[src/rtl/alu_rx_sequencer.sv]
// alu_rx_sequencer: loads A, B, opcode from rx bytes into the ALU and forwards the result to tx
module alu_rx_sequencer #(
    parameter int NB_DATA        = 8,
    parameter int TIMEOUT_CYCLES = 50000,
    parameter int NB_TIMEOUT     = 16,
    parameter int NB_DROP        = 8
) (
    input  logic               i_clock,
    input  logic               i_reset,
    input  logic [NB_DATA-1:0] i_rx_data,
    input  logic               i_rx_done,
    input  logic [NB_DATA-1:0] i_alu_result,
    input  logic               i_tx_done,
    output logic [NB_DATA-1:0] o_alu_data,
    output logic [2:0]         o_alu_valid,
    output logic [NB_DATA-1:0] o_tx_data,
    output logic               o_tx_start,
    output logic               o_busy,
    output logic               o_timeout,
    output logic [NB_DROP-1:0] o_drop_count
);
    typedef enum logic [2:0] {WAIT_A, WAIT_B, WAIT_OP, SETTLE, LATCH, WAIT_TX} state_t;
    localparam bit TMO_EN = TIMEOUT_CYCLES > 0;
    localparam logic [NB_TIMEOUT-1:0] TMO_LAST = NB_TIMEOUT'(TIMEOUT_CYCLES - 1);
    state_t               state_q, state_d;
    logic [NB_DATA-1:0]   alu_data_q, alu_data_d, tx_data_q, tx_data_d;
    logic [2:0]           alu_valid_q, alu_valid_d;
    logic                 tx_start_q, tx_start_d, busy_q, busy_d, timeout_q, timeout_d;
    logic [NB_TIMEOUT-1:0] tmo_cnt_q, tmo_cnt_d;
    logic [NB_DROP-1:0]   drop_q, drop_d;
    logic                 is_b, drop;
    always_comb begin
        state_d     = state_q;
        alu_data_d  = alu_data_q;
        alu_valid_d = 3'b000;
        tx_data_d   = tx_data_q;
        tx_start_d  = 1'b0;
        timeout_d   = 1'b0;
        tmo_cnt_d   = '0;
        is_b        = state_q == WAIT_B;
        drop        = i_rx_done && (state_q == SETTLE || state_q == LATCH || state_q == WAIT_TX);
        case (state_q)
            WAIT_A: if (i_rx_done) begin
                alu_data_d  = i_rx_data;
                alu_valid_d = 3'b001;
                state_d     = WAIT_B;
            end
            WAIT_B, WAIT_OP: begin
                if (i_rx_done) begin
                    alu_data_d  = i_rx_data;
                    alu_valid_d = is_b ? 3'b010 : 3'b100;
                    state_d     = is_b ? WAIT_OP : SETTLE;
                end else if (TMO_EN && tmo_cnt_q == TMO_LAST) begin
                    // loaded ALU registers are left as they are; only the frame restarts
                    state_d   = WAIT_A;
                    timeout_d = 1'b1;
                end else begin
                    tmo_cnt_d = TMO_EN ? tmo_cnt_q + 1'b1 : '0;
                end
            end
            SETTLE:  state_d = LATCH;
            LATCH: begin
                tx_data_d  = i_alu_result;
                tx_start_d = 1'b1;
                state_d    = WAIT_TX;
            end
            WAIT_TX: state_d = i_tx_done ? WAIT_A : WAIT_TX;
            default: state_d = WAIT_A;
        endcase
        drop_d = (drop && drop_q != '1) ? drop_q + 1'b1 : drop_q;
        busy_d = state_d != WAIT_A;
    end
    always_ff @(posedge i_clock) begin
        if (i_reset) begin
            state_q     <= WAIT_A;
            alu_data_q  <= '0;
            alu_valid_q <= 3'b000;
            tx_data_q   <= '0;
            tx_start_q  <= 1'b0;
            busy_q      <= 1'b0;
            timeout_q   <= 1'b0;
            tmo_cnt_q   <= '0;
            drop_q      <= '0;
        end else begin
            state_q     <= state_d;
            alu_data_q  <= alu_data_d;
            alu_valid_q <= alu_valid_d;
            tx_data_q   <= tx_data_d;
            tx_start_q  <= tx_start_d;
            busy_q      <= busy_d;
            timeout_q   <= timeout_d;
            tmo_cnt_q   <= tmo_cnt_d;
            drop_q      <= drop_d;
        end
    end
    assign o_alu_data   = alu_data_q;
    assign o_alu_valid  = alu_valid_q;
    assign o_tx_data    = tx_data_q;
    assign o_tx_start   = tx_start_q;
    assign o_busy       = busy_q;
    assign o_timeout    = timeout_q;
    assign o_drop_count = drop_q;
endmodule

[config.mk]
export PLATFORM = sky130hd
export DESIGN_NAME = alu_rx_sequencer
export DESIGN_NICKNAME = d
export VERILOG_FILES = /design/src/rtl/alu_rx_sequencer.sv
export SDC_FILE = /design/constraint.sdc
export NUM_CORES = 1
export LEC_CHECK = 0
export CORE_MARGIN = 3
export CORE_UTILIZATION = 46
export CTS_BUF_LIST = sky130_fd_sc_hd__clkbuf_2 sky130_fd_sc_hd__clkbuf_4 sky130_fd_sc_hd__clkbuf_8
export DETAILED_ROUTE_END_ITERATION = 10
export GPL_TIMING_DRIVEN = 0
export PLACE_DENSITY = 0.86
export SLEW_MARGIN = 20
export SYNTH_ARGS = -nofsm -noshare
export SYNTH_HDL_FRONTEND = slang
export SYNTH_SLANG_ARGS = --single-unit
export TNS_END_PERCENT = 30
[constraint.sdc]
create_clock -name i_clock -period 1.54 [get_ports i_clock]
set_input_delay 0.231 -clock i_clock [delete_from_list [all_inputs] [get_ports i_clock]]
set_output_delay 0.231 -clock i_clock [all_outputs]
set_load 0.01 [all_outputs]
==> results.ini, run 1 <==
[global_route]
grt-ovfl-total = 0
grt_start_max_net_pins = 17
grt_pass1_wl_mm = 7.60
grt_pass1_vias = 1713
grt_use_total_pct = 18.2
antenna_found_initial = 0

[synthesis]
synth-seq-area-share_pct = 48.0
yosys.area.top_type = dfxtp_1
syn_inst = 231
synth_area_leaders = dfxtp_1, nor2_1, xor2_1, nand2_1, mux2i_1
synth_fa_ha_area_share_pct = 1.22
yosys_warnings = 0
muxShareOfSynthArea_pct = 4.96
synth-simple-area-share_pct = 26.1
yosysTopAreaCellShare_pct = 48.0
synth_top_family_by_area = simple AND/OR/NAND/NOR gates
synth_edf_count = 0
synth_compound_area_share_pct = 9.61
ys_ff_latch = 49
synth_area_mm2 = 0.00204
synthDistinctLibCells = 42
yosys-top-cells-count = dfxtp_1, nor2_1, nand2_1
synth_nets = 253
yosys_most_used_dff = dfxtp_1
synth-async-reset-ratio_pct = 0
synth.most_common_cell = dfxtp_1
syn_avg_cell_area_um2 = 8.85
synth_xor_area_share_pct = 6.00

[sta]
max_freq_mhz = 628
grt_setup_unrepaired = true
fin_tns_setup_ns = -0.0530
tightest_slew_ns = 0.477
finClkSkew_ns = 0.0104
period_needed_ns = 1.59
finalSetupViolations = 1
min_period_over_period_pct = 103
slew_violations = 0
finalHoldViolCount = 0
finalWorstSetupSlack_ns = -0.0530
relSlewSlack_pct = 68.2

[detailed_routing]
top_layer = met4
wl_per_cell_um = 14.5
routed-wl-met3_um = 393
drt-initial-drc-count = 134
wl_met1_mm = 2.05
first_pass_iters = 4
drc = 0
via_per_inst = 5.49
dr_wl_met2_mm = 2.39
wl_mm = 4.89
antenna_left = 0
vias = 1854

[place]
port_buffers = 47
place_congestion = 0.785
dp.cells = 328
place_hpwl_mm = 3.08
post-place-ws_ns = -0.274

[pwr]
p_switching_w = 0.000573
power_leakage_nw = 1.01
swShare_pct = 24.7
powerDensity_mw_per_mm2 = 824
power_frac_seq_pct = 56.5
comb_power_share_pct = 10.1
power_frac_clock_pct = 33.4
intPower_w = 0.00174
ir_drop_mv = 0.582

[layout]
fin_cells = 338
area_growth_pct = 37.6
drive_gt1_share_pct = 15.6
antenna_cells = 0
nNetsFinal = 309

[die]
core_mm2 = 0.00414
die_w_um = 72.6
die_area_mm2 = 0.00528
start_util_pct = 49.3
rows = 23
die_h_um = 72.6
pin_count = 50

[run_status]
status = finished, violations left
violations = negative setup slack

[clock_network]
h-tree-depth = 2
clk_pin_slew_ns = 0.10
clock_sink_count = 49
clockBufferDepth = 2
clk_latency_ns = 0.31
tritoncts = built
cts_made_buffers = 5
clockRootBuffer = clkbuf_8

[critical_path]
required_ns = 1.75
worst-path-max-fanout = 10
endpoint_kind = flip-flop
critPathSlowestCell = dfxtp_2
crit_chain = buf_6 -> nand2b_4 -> a211oi_4 -> o31a_1 -> mux2_4
critical-path-max-stage-delay_ns = 0.33
worstSetupStartpointType = flip-flop
arrival_ns = 1.80
worstSetupPathType = flip-flop to flip-flop

[hold_path]
hp-class = input pin to flip-flop

[job]
max_cap_violations = 0

-- power by group through the flow --
stage | clock network (W) | logic [W] | registers (W)
after floorplan | 0 | 0.0000966 | 0.00135
after global placement | 0 | 0.000213 | 0.00133
after detailed placement | 0 | 0.000215 | 0.00134
after CTS | 0.000781 | 0.000220 | 0.00131
after global routing | 0.000839 | 0.000255 | 0.00131
final | 0.000775 | 0.000233 | 0.00131
-- path summary, 6_finish.rpt --
path                start         endpoint  slack [ns]  cells after the start
min             i_rx_done       state_q[1]        0.30                      3
min reg2reg  tmo_cnt_q[0]     tmo_cnt_q[0]        0.46                      1
max reg2reg    state_q[1]  o_drop_count[3]       -0.05                      5
max            state_q[1]  o_drop_count[3]       -0.05                      5
-- critical path, delay by kind of cell, from the launching register on --
kind / cells / cell delay (ns)
multiplexers: 1 / 0.32
AND/OR/NAND/NOR: 1 / 0.17
AO/OA/AOI/OAI: 2 / 0.55
flip-flops: 1 / 0.33
buffers and inverters: 1 / 0.13
-- metrics by stage --
stage	total power, W	instance area [um^2]	utilization (%)	hold slack (ns)
floorplan	0.00144	2040	-	0.367
global placement	0.00155	2580	62.2	0.442
detailed placement	0.00155	2580	62.2	0.452
CTS	0.00231	2700	65.2	0.253
global route	0.00241	2810	67.8	0.311
finish	0.00232	2810	67.8	0.303
-- cells by family after synthesis --
group,after synthesis
muxes,10
AOI/OAI and AO/OA,32
buffers and inverters,18
DFF,49
xor gates and xnor gates,14
and+or+nand+nor,106
adders and majority gates,2
-- state kept, by name, indices dropped and copies added (netlist names) --
register / count
o_drop_count: 8
tmo_cnt_q: 16
o_tx_data: 8
o_alu_valid: 3
o_busy: 1
o_tx_start: 1
o_timeout: 1
o_alu_data: 8
state_q: 3
-- cell type report --
class	instances	area [um^2]
Fill cell	332	1330
Inverter	4	15.0
Tap cell	50	62.6
Multi-Input combinational cell	164	1060
Clock buffer	5	68.8
Buffer	12	75.1
Clock inverter	3	21.3
Sequential cell	49	998
Timing Repair Buffer	51	505
-- what timing repair did --
item	in CTS	in global routing
pin swaps	1	5
setup buffers	2	2
resized for setup	12	30
endpoints found under the setup margin	23	36
hold endpoints to repair	0	0
hold buffers	0	0
-- metal layers --
metal	up-vias	track usage (%)
li1	909	-
met1	870	22.5
met2	67	28.6
met3	8	7.44
met4	0	6.56
met5	-	0
-- layout by cell type, fill, tap and decap left out, types with 4 or more instances in the layout --
cell,count
and4_1,4
dfxtp_1,39
inv_1,4
mux2i_1,9
nor2_1,33
dfxtp_2,8
nand3_1,8
a21oi_1,15
buf_4,5
clkbuf_8,5
xor2_1,12
nand4_1,6
nand2_1,25
clkdlybuf4s50_1,45
clkbuf_1,5
(Power assumes the default switching activity.)
==> run 2, diff against run 1 <==
- CORE_MARGIN: 3 -> 10
==> results.ini, run 2 (synthesis gave the netlist of run 1 again) <==
[layout]
area_growth_pct = 39.4
fill_cells = 344  ; +3.6%
antenna_cells = 0  ; unchanged
fin_cells = 341  ; +0.89%
regMostFlops = tmo_cnt_q
largest_reg_flops = 16  ; unchanged
nNetsFinal = 310  ; +0.32%
layout_common_cells = clkdlybuf4s50_1, dfxtp_1, nor2_1, nand2_1, a21oi_1
drive_gt1_share_pct = 14.9  ; -0.75 points
final_common_cell = clkdlybuf4s50_1

[die]
pin_count = 50  ; unchanged
rows = 24  ; +4.3%
die_area_mm2 = 0.00751  ; +42%
core_mm2 = 0.00432  ; +4.3%
start_util_pct = 47.3  ; -2.1 points
die_w_um = 86.6  ; +19%
die_h_um = 86.6  ; +19%

[sta]
tightest_slew_ns = 0.514  ; +0.0374 ns
grt_setup_unrepaired = true
relSlewSlack_pct = 65.7  ; -2.5 points
finalHoldViolCount = 0  ; unchanged
period_needed_ns = 1.56  ; -0.0335 ns
max_freq_mhz = 641  ; +2.1%
slew_violations = 0  ; unchanged
finClkSkew_ns = 0.00469  ; -0.00570 ns
min_period_over_period_pct = 101  ; -2.2 points
finalSetupViolations = 3  ; +2
finalWorstSetupSlack_ns = -0.0195  ; +0.0335 ns
holdWs_ns = 0.275  ; -0.0277 ns

[pwr]
total_power_w = 0.00251  ; +8.5%
ir_drop_mv = 0.672  ; +15%
powerDensity_mw_per_mm2 = 882  ; +7.1%
power_leakage_nw = 1.00  ; -1.2%

[critical_path]
critPathSlowestCell = dfxtp_2
arrival_ns = 1.76  ; -0.04 ns
worst-path-max-fanout = 9  ; -1
cpLargestDelayFamily = compound AO/OA/AOI/OAI gates
critical-path-max-stage-delay_ns = 0.33  ; about the same
crit_chain = buf_6 -> nand3b_1 -> a211oi_2 -> o31a_1 -> mux2_4
reg2reg_depth = 5  ; unchanged
worstSetupStartpointType = flip-flop
required_ns = 1.74  ; about the same
endpoint_kind = flip-flop
crit_buf_inv = 1  ; unchanged
cp.depth = 5  ; unchanged
worstSetupPathType = flip-flop to flip-flop

[global_route]
grt_use_total_pct = 13.0  ; -5.2 points
grt_pass1_vias = 1737  ; +1.4%
grt-ovfl-total = 0  ; unchanged
antenna_found_initial = 0  ; unchanged
grt_start_max_net_pins = 15  ; -2
grt_pass1_wl_mm = 7.94  ; +4.4%

[clock_network]
clk_pin_slew_ns = 0.09  ; about the same
hold_buffers = 0  ; unchanged
clk_latency_ns = 0.31  ; about the same
clockBufferDepth = 2  ; unchanged
h-tree-depth = 2  ; unchanged
tritoncts = built
clockRootBuffer = clkbuf_8
clock_sink_count = 49  ; unchanged
cts_made_buffers = 5  ; unchanged

[detailed_routing]
antenna_left = 0  ; unchanged
vias = 1852  ; -0.11%
first_pass_iters = 4  ; unchanged
via_per_inst = 5.43  ; -0.99%
wl_per_cell_um = 14.7  ; +1.7%
drc = 0  ; unchanged
wl_mm = 5.02  ; +2.6%
drt-initial-drc-count = 180  ; +34%

[place]
place_congestion = 0.798  ; +1.7%
dp.cells = 330  ; +0.61%
port_buffers = 47  ; unchanged
place_hpwl_mm = 3.42  ; +11%
post-place-ws_ns = -0.220  ; +0.0546 ns

[job]
max_cap_violations = 0  ; unchanged

[hold_path]
min_delay_path_depth = 3  ; unchanged
hp-class = input pin to flip-flop

[run_status]
violations = negative setup slack
status = finished, violations left

run 2: path summary, 6_finish.rpt:
kind	start	to	slack, ns
setup reg to reg	state_q[2]	o_drop_count[3]	-0.02
hold / removal	i_rx_done	state_q[1]	0.28
hold reg to reg	tmo_cnt_q[0]	tmo_cnt_q[0]	0.45
setup / recovery	state_q[2]	o_drop_count[3]	-0.02
run 2: final cells by class:
cell class,instances,area [um^2],area share [%]
clock inverters,1,30.0,1.05
plain buffers,13,85.1,2.99
repair buffers,51,500,17.6
well taps,52,65.1,2.28
flip-flops and latches,49,993,34.9
clock buffers,7,90.1,3.16
multi-input cells,164,1070,37.5
inverters,4,15.0,0.527
run 2: power by group:
part / total (W) / switching, W / internal (W)
registers: 0.00131 / 0.0000135 / 0.00129
clock network: 0.000966 / 0.000419 / 0.000547
logic: 0.000240 / 0.000111 / 0.000129
total: 0.00251 / 0.000544 / 0.00197
run 2: repair_timing:
action | 4_1_cts | 5_1_grt
buffers inserted | 2 | 2
resized for setup | 17 | 18
pin swaps | 4 | 2
endpoints found under the setup margin | 20 | 35
run 2: worst register-to-register path: cells and delay by family (launching register included):
| family | cells | cell delay [ns] |
|---|---|---|
| AOI/OAI and AO/OA | 2 | 0.47 |
| DFF | 1 | 0.33 |
| muxes | 1 | 0.31 |
| and+or+nand+nor | 1 | 0.20 |
| buffers and inverters | 1 | 0.13 |
run 2: per-stage QoR:
step                util [%]  cell area, um^2  setup TNS [ns]
finish                  65.9             2850         -0.0403
global route            65.9             2850          -0.941
CTS                     64.1             2770         -0.0410
detailed placement      59.6             2580           -2.43
global placement        59.6             2580           -2.03
floorplan                  -             2040               0
run 2: per-layer routing:
| layer | routed length, um | global-route usage [%] | vias up |
|---|---|---|---|
| li1 | - | - | 907 |
| met1 | 2100 | 14.7 | 874 |
| met2 | 2300 | 19.2 | 63 |
| met3 | 514 | 6.75 | 8 |
| met4 | 106 | 7.36 | 0 |
| met5 | 0 | 0 | - |
==> run 3, diff against run 2 <==
- CTS_CLUSTER_SIZE: default -> 40
==> results of run 3 <==
Final layout, timing and power as in run 2 (identical DEF).
==> RTL change (settings of run 2) <==
`NB_TIMEOUT`: 16 -> 17.
--- a/src/rtl/alu_rx_sequencer.sv
+++ b/src/rtl/alu_rx_sequencer.sv
@@ -2,7 +2,7 @@
 module alu_rx_sequencer #(
     parameter int NB_DATA        = 8,
     parameter int TIMEOUT_CYCLES = 50000,
-    parameter int NB_TIMEOUT     = 16,
+    parameter int NB_TIMEOUT     = 17,
     parameter int NB_DROP        = 8
 ) (
     input  logic               i_clock,
Formal check against the unedited RTL: same outputs for any inputs over 10 cycles, from zero or initial values and one cycle with i_reset high; that may be too few to reach the edited logic, so the function may still have changed.
==> RTL change against run 2 <==
- the flow still finishes with violations (setup timing)
- area after synthesis up 4.6%
- design area up 10%
- count of clock-buffer cells in the layout down 2
- setup slack worse by 0.11 ns
- wire length up 20%
- critical path depth down 1
- sequential cell count up 1
- critical path type unchanged
- highest routed layer unchanged
Power is not compared: it rests on default switching activity, and its combinational part moved more than twofold at a synthesized area within 25%.
==> RTL change: results (changes against run 2) <==
| Metric | Value |
|---|---|
| First-pass GRT wire length | 8980 um (+13%) |
| DP Cell Count | 335 (+1.5%) |
| Largest net degree at the start of global routing | 17 (+2) |
| Net Sw Frac | 0.259 |
| Hold Crit Depth | 2 (-1) |
| Final setup viols | 6 (+3) |
| Crit path max fanout | 6 (-3) |
| Fraction of layout cells with a size suffix above 1 | 0.264 (+0.115) |
| Post-Route WL | 6010 um (+20%) |
| Setup Total Neg Slack | -0.415 ns (-0.375 ns) |
| Async S/R FF share, synth | 0 (unchanged) |
| HPWL Detailed | 3780 um (+11%) |
| Number of enable flip-flop cells after synthesis | 0 (unchanged) |
| Share of the synthesized area in the top cell type | 0.468 (-0.0117) |
| Vias in the first global route | 1889 (+8.8%) |
| Mapped Nets | 257 (+1.6%) |
| GP Congestion | 0.812 (+1.7%) |
| Top post-synthesis cells by area | dfxtp_1 47%, mux2i_1 7.5%, nor2_1 6.9% |
| Synth unique cells | 44 (+4.8%) |
| DP Area | 2720 um^2 (+5.3%) |
| Fin. Hold Viols | 0 (unchanged) |
| Iter 0 DRT Violations | 121 (-33%) |
| Crit path arrival time | 1.91 ns (+0.15 ns) |
| Outcome | finished, violations left |
| Total track usage | 0.143 (+0.0129) |
| Vias/cell | 5.85 (+7.7%) |
| Port Buffer Count | 48 (+2.1%) |
| Top Family by Delay on Critical Path | simple AND/OR/NAND/NOR gates |
| VDD IR max | 632 uV |
| FF-to-FF path depth | 4 (-1) |
| Drt pass-1 iters | 4 (unchanged) |
| Crit path setup slack, layout | -0.126 ns (-0.106 ns) |
| Pre-CTS setup slack | -0.403 ns (-0.183 ns) |
| R2r startpoint | tmo_cnt_q[9] |
| Yosys Warn Count | 0 (unchanged) |
| Max stage delay on crit path | 0.56 ns (+0.23 ns) |
| Initial antenna violation count | 0 (unchanged) |
| CP max stage cell | or4_4 |
| Final #Nets | 324 (+4.5%) |
| Failing checks | setup timing |
| Clock tree root driver cell | clkbuf_8 |
| Register area share after synthesis | 0.468 (-0.0117) |
| Via Count | 2076 (+12%) |
| Hold/Removal Path Class | input pin to flop |
| H-tree levels | 2 (unchanged) |
| Critical Path End | tmo_cnt_q[15] |
| Skew final | 0.00548 ns (+0.000787 ns) |
| Commonest cells post-synth | 50 x dfxtp_1, 39 x nor2_1, 16 x mux2i_1 |
| Avg Cell Area, Syn | 9.09 um^2 (+2.8%) |
| Max FFs per register | 17 (+1) |
| Worst-Margin Slew | 0.523 ns (+0.00869 ns) |
[RTL change: changes by cell type after synthesis, sizes merged, moves of 5 or more]
cell / run 2 / this run
nor4: 1 / 9
mux2i: 9 / 16
xnor2: 2 / 11
xor2: 12 / 2
nand2: 25 / 11
buf: 6 / 1
a21oi: 16 / 10
nor2: 33 / 40
[RTL change: kinds of logic (layout without fill, tap and decap cells)]
kind of cell / Yosys count / count (layout) / synth area share
xor+xnor: 13 / 13 / 0.0533
buf+inv: 14 / 82 / 0.0252
compound gates: 34 / 34 / 0.101
fa+ha+maj: 2 / 2 / 0.0117
simple gates: 105 / 105 / 0.260
mux: 17 / 17 / 0.0802
flops: 50 / 50 / 0.468
[RTL change: layer usage]
metal	GRT usage	wire, um
met5	0	0
met4	0.0514	132
met3	0.0436	475
met2	0.240	3040
met1	0.166	2360
[RTL change: worst min-delay path by stage]
stage                                 to         start  slack, ns
after floorplan           o_alu_valid[1]       i_reset       0.32
after global placement      tmo_cnt_q[0]  tmo_cnt_q[0]       0.44
after detailed placement    tmo_cnt_q[0]  tmo_cnt_q[0]       0.44
after CTS                 o_alu_valid[2]     i_rx_done       0.40
after global routing      o_alu_valid[2]     i_rx_done       0.48
final                     o_alu_valid[2]     i_rx_done       0.45
[RTL change: final cells by class]
cell class / count / area (um^2)
sequential: 50 / 1040
inverter: 4 / 15.0
buffer: 7 / 48.8
multi-input combinational: 171 / 1250
fill: 322 / 1270
clock buffer: 5 / 68.8
clock inverter: 3 / 68.8
tap: 52 / 65.1
timing repair buffer: 63 / 593
[RTL change: what timing repair did]
action                                  in CTS  in global routing
endpoints found under the setup margin      40                 44
buffers inserted                             9                  6
pin swaps                                    7                  5
gates resized for setup                     32                 24
hold buffers                                 0                  0
hold endpoints to repair                     0                  0
[RTL change: power groups by stage]
| stage | clock, mW | sequential, mW | combinational [mW] |
|---|---|---|---|
| after detailed placement | 0 | 1.44 | 0.539 |
| after CTS | 1.11 | 1.41 | 0.633 |
| after floorplan | 0 | 1.46 | 0.298 |
| after global placement | 0 | 1.44 | 0.531 |
| after global routing | 1.16 | 1.43 | 0.717 |
| final | 1.11 | 1.42 | 0.670 |
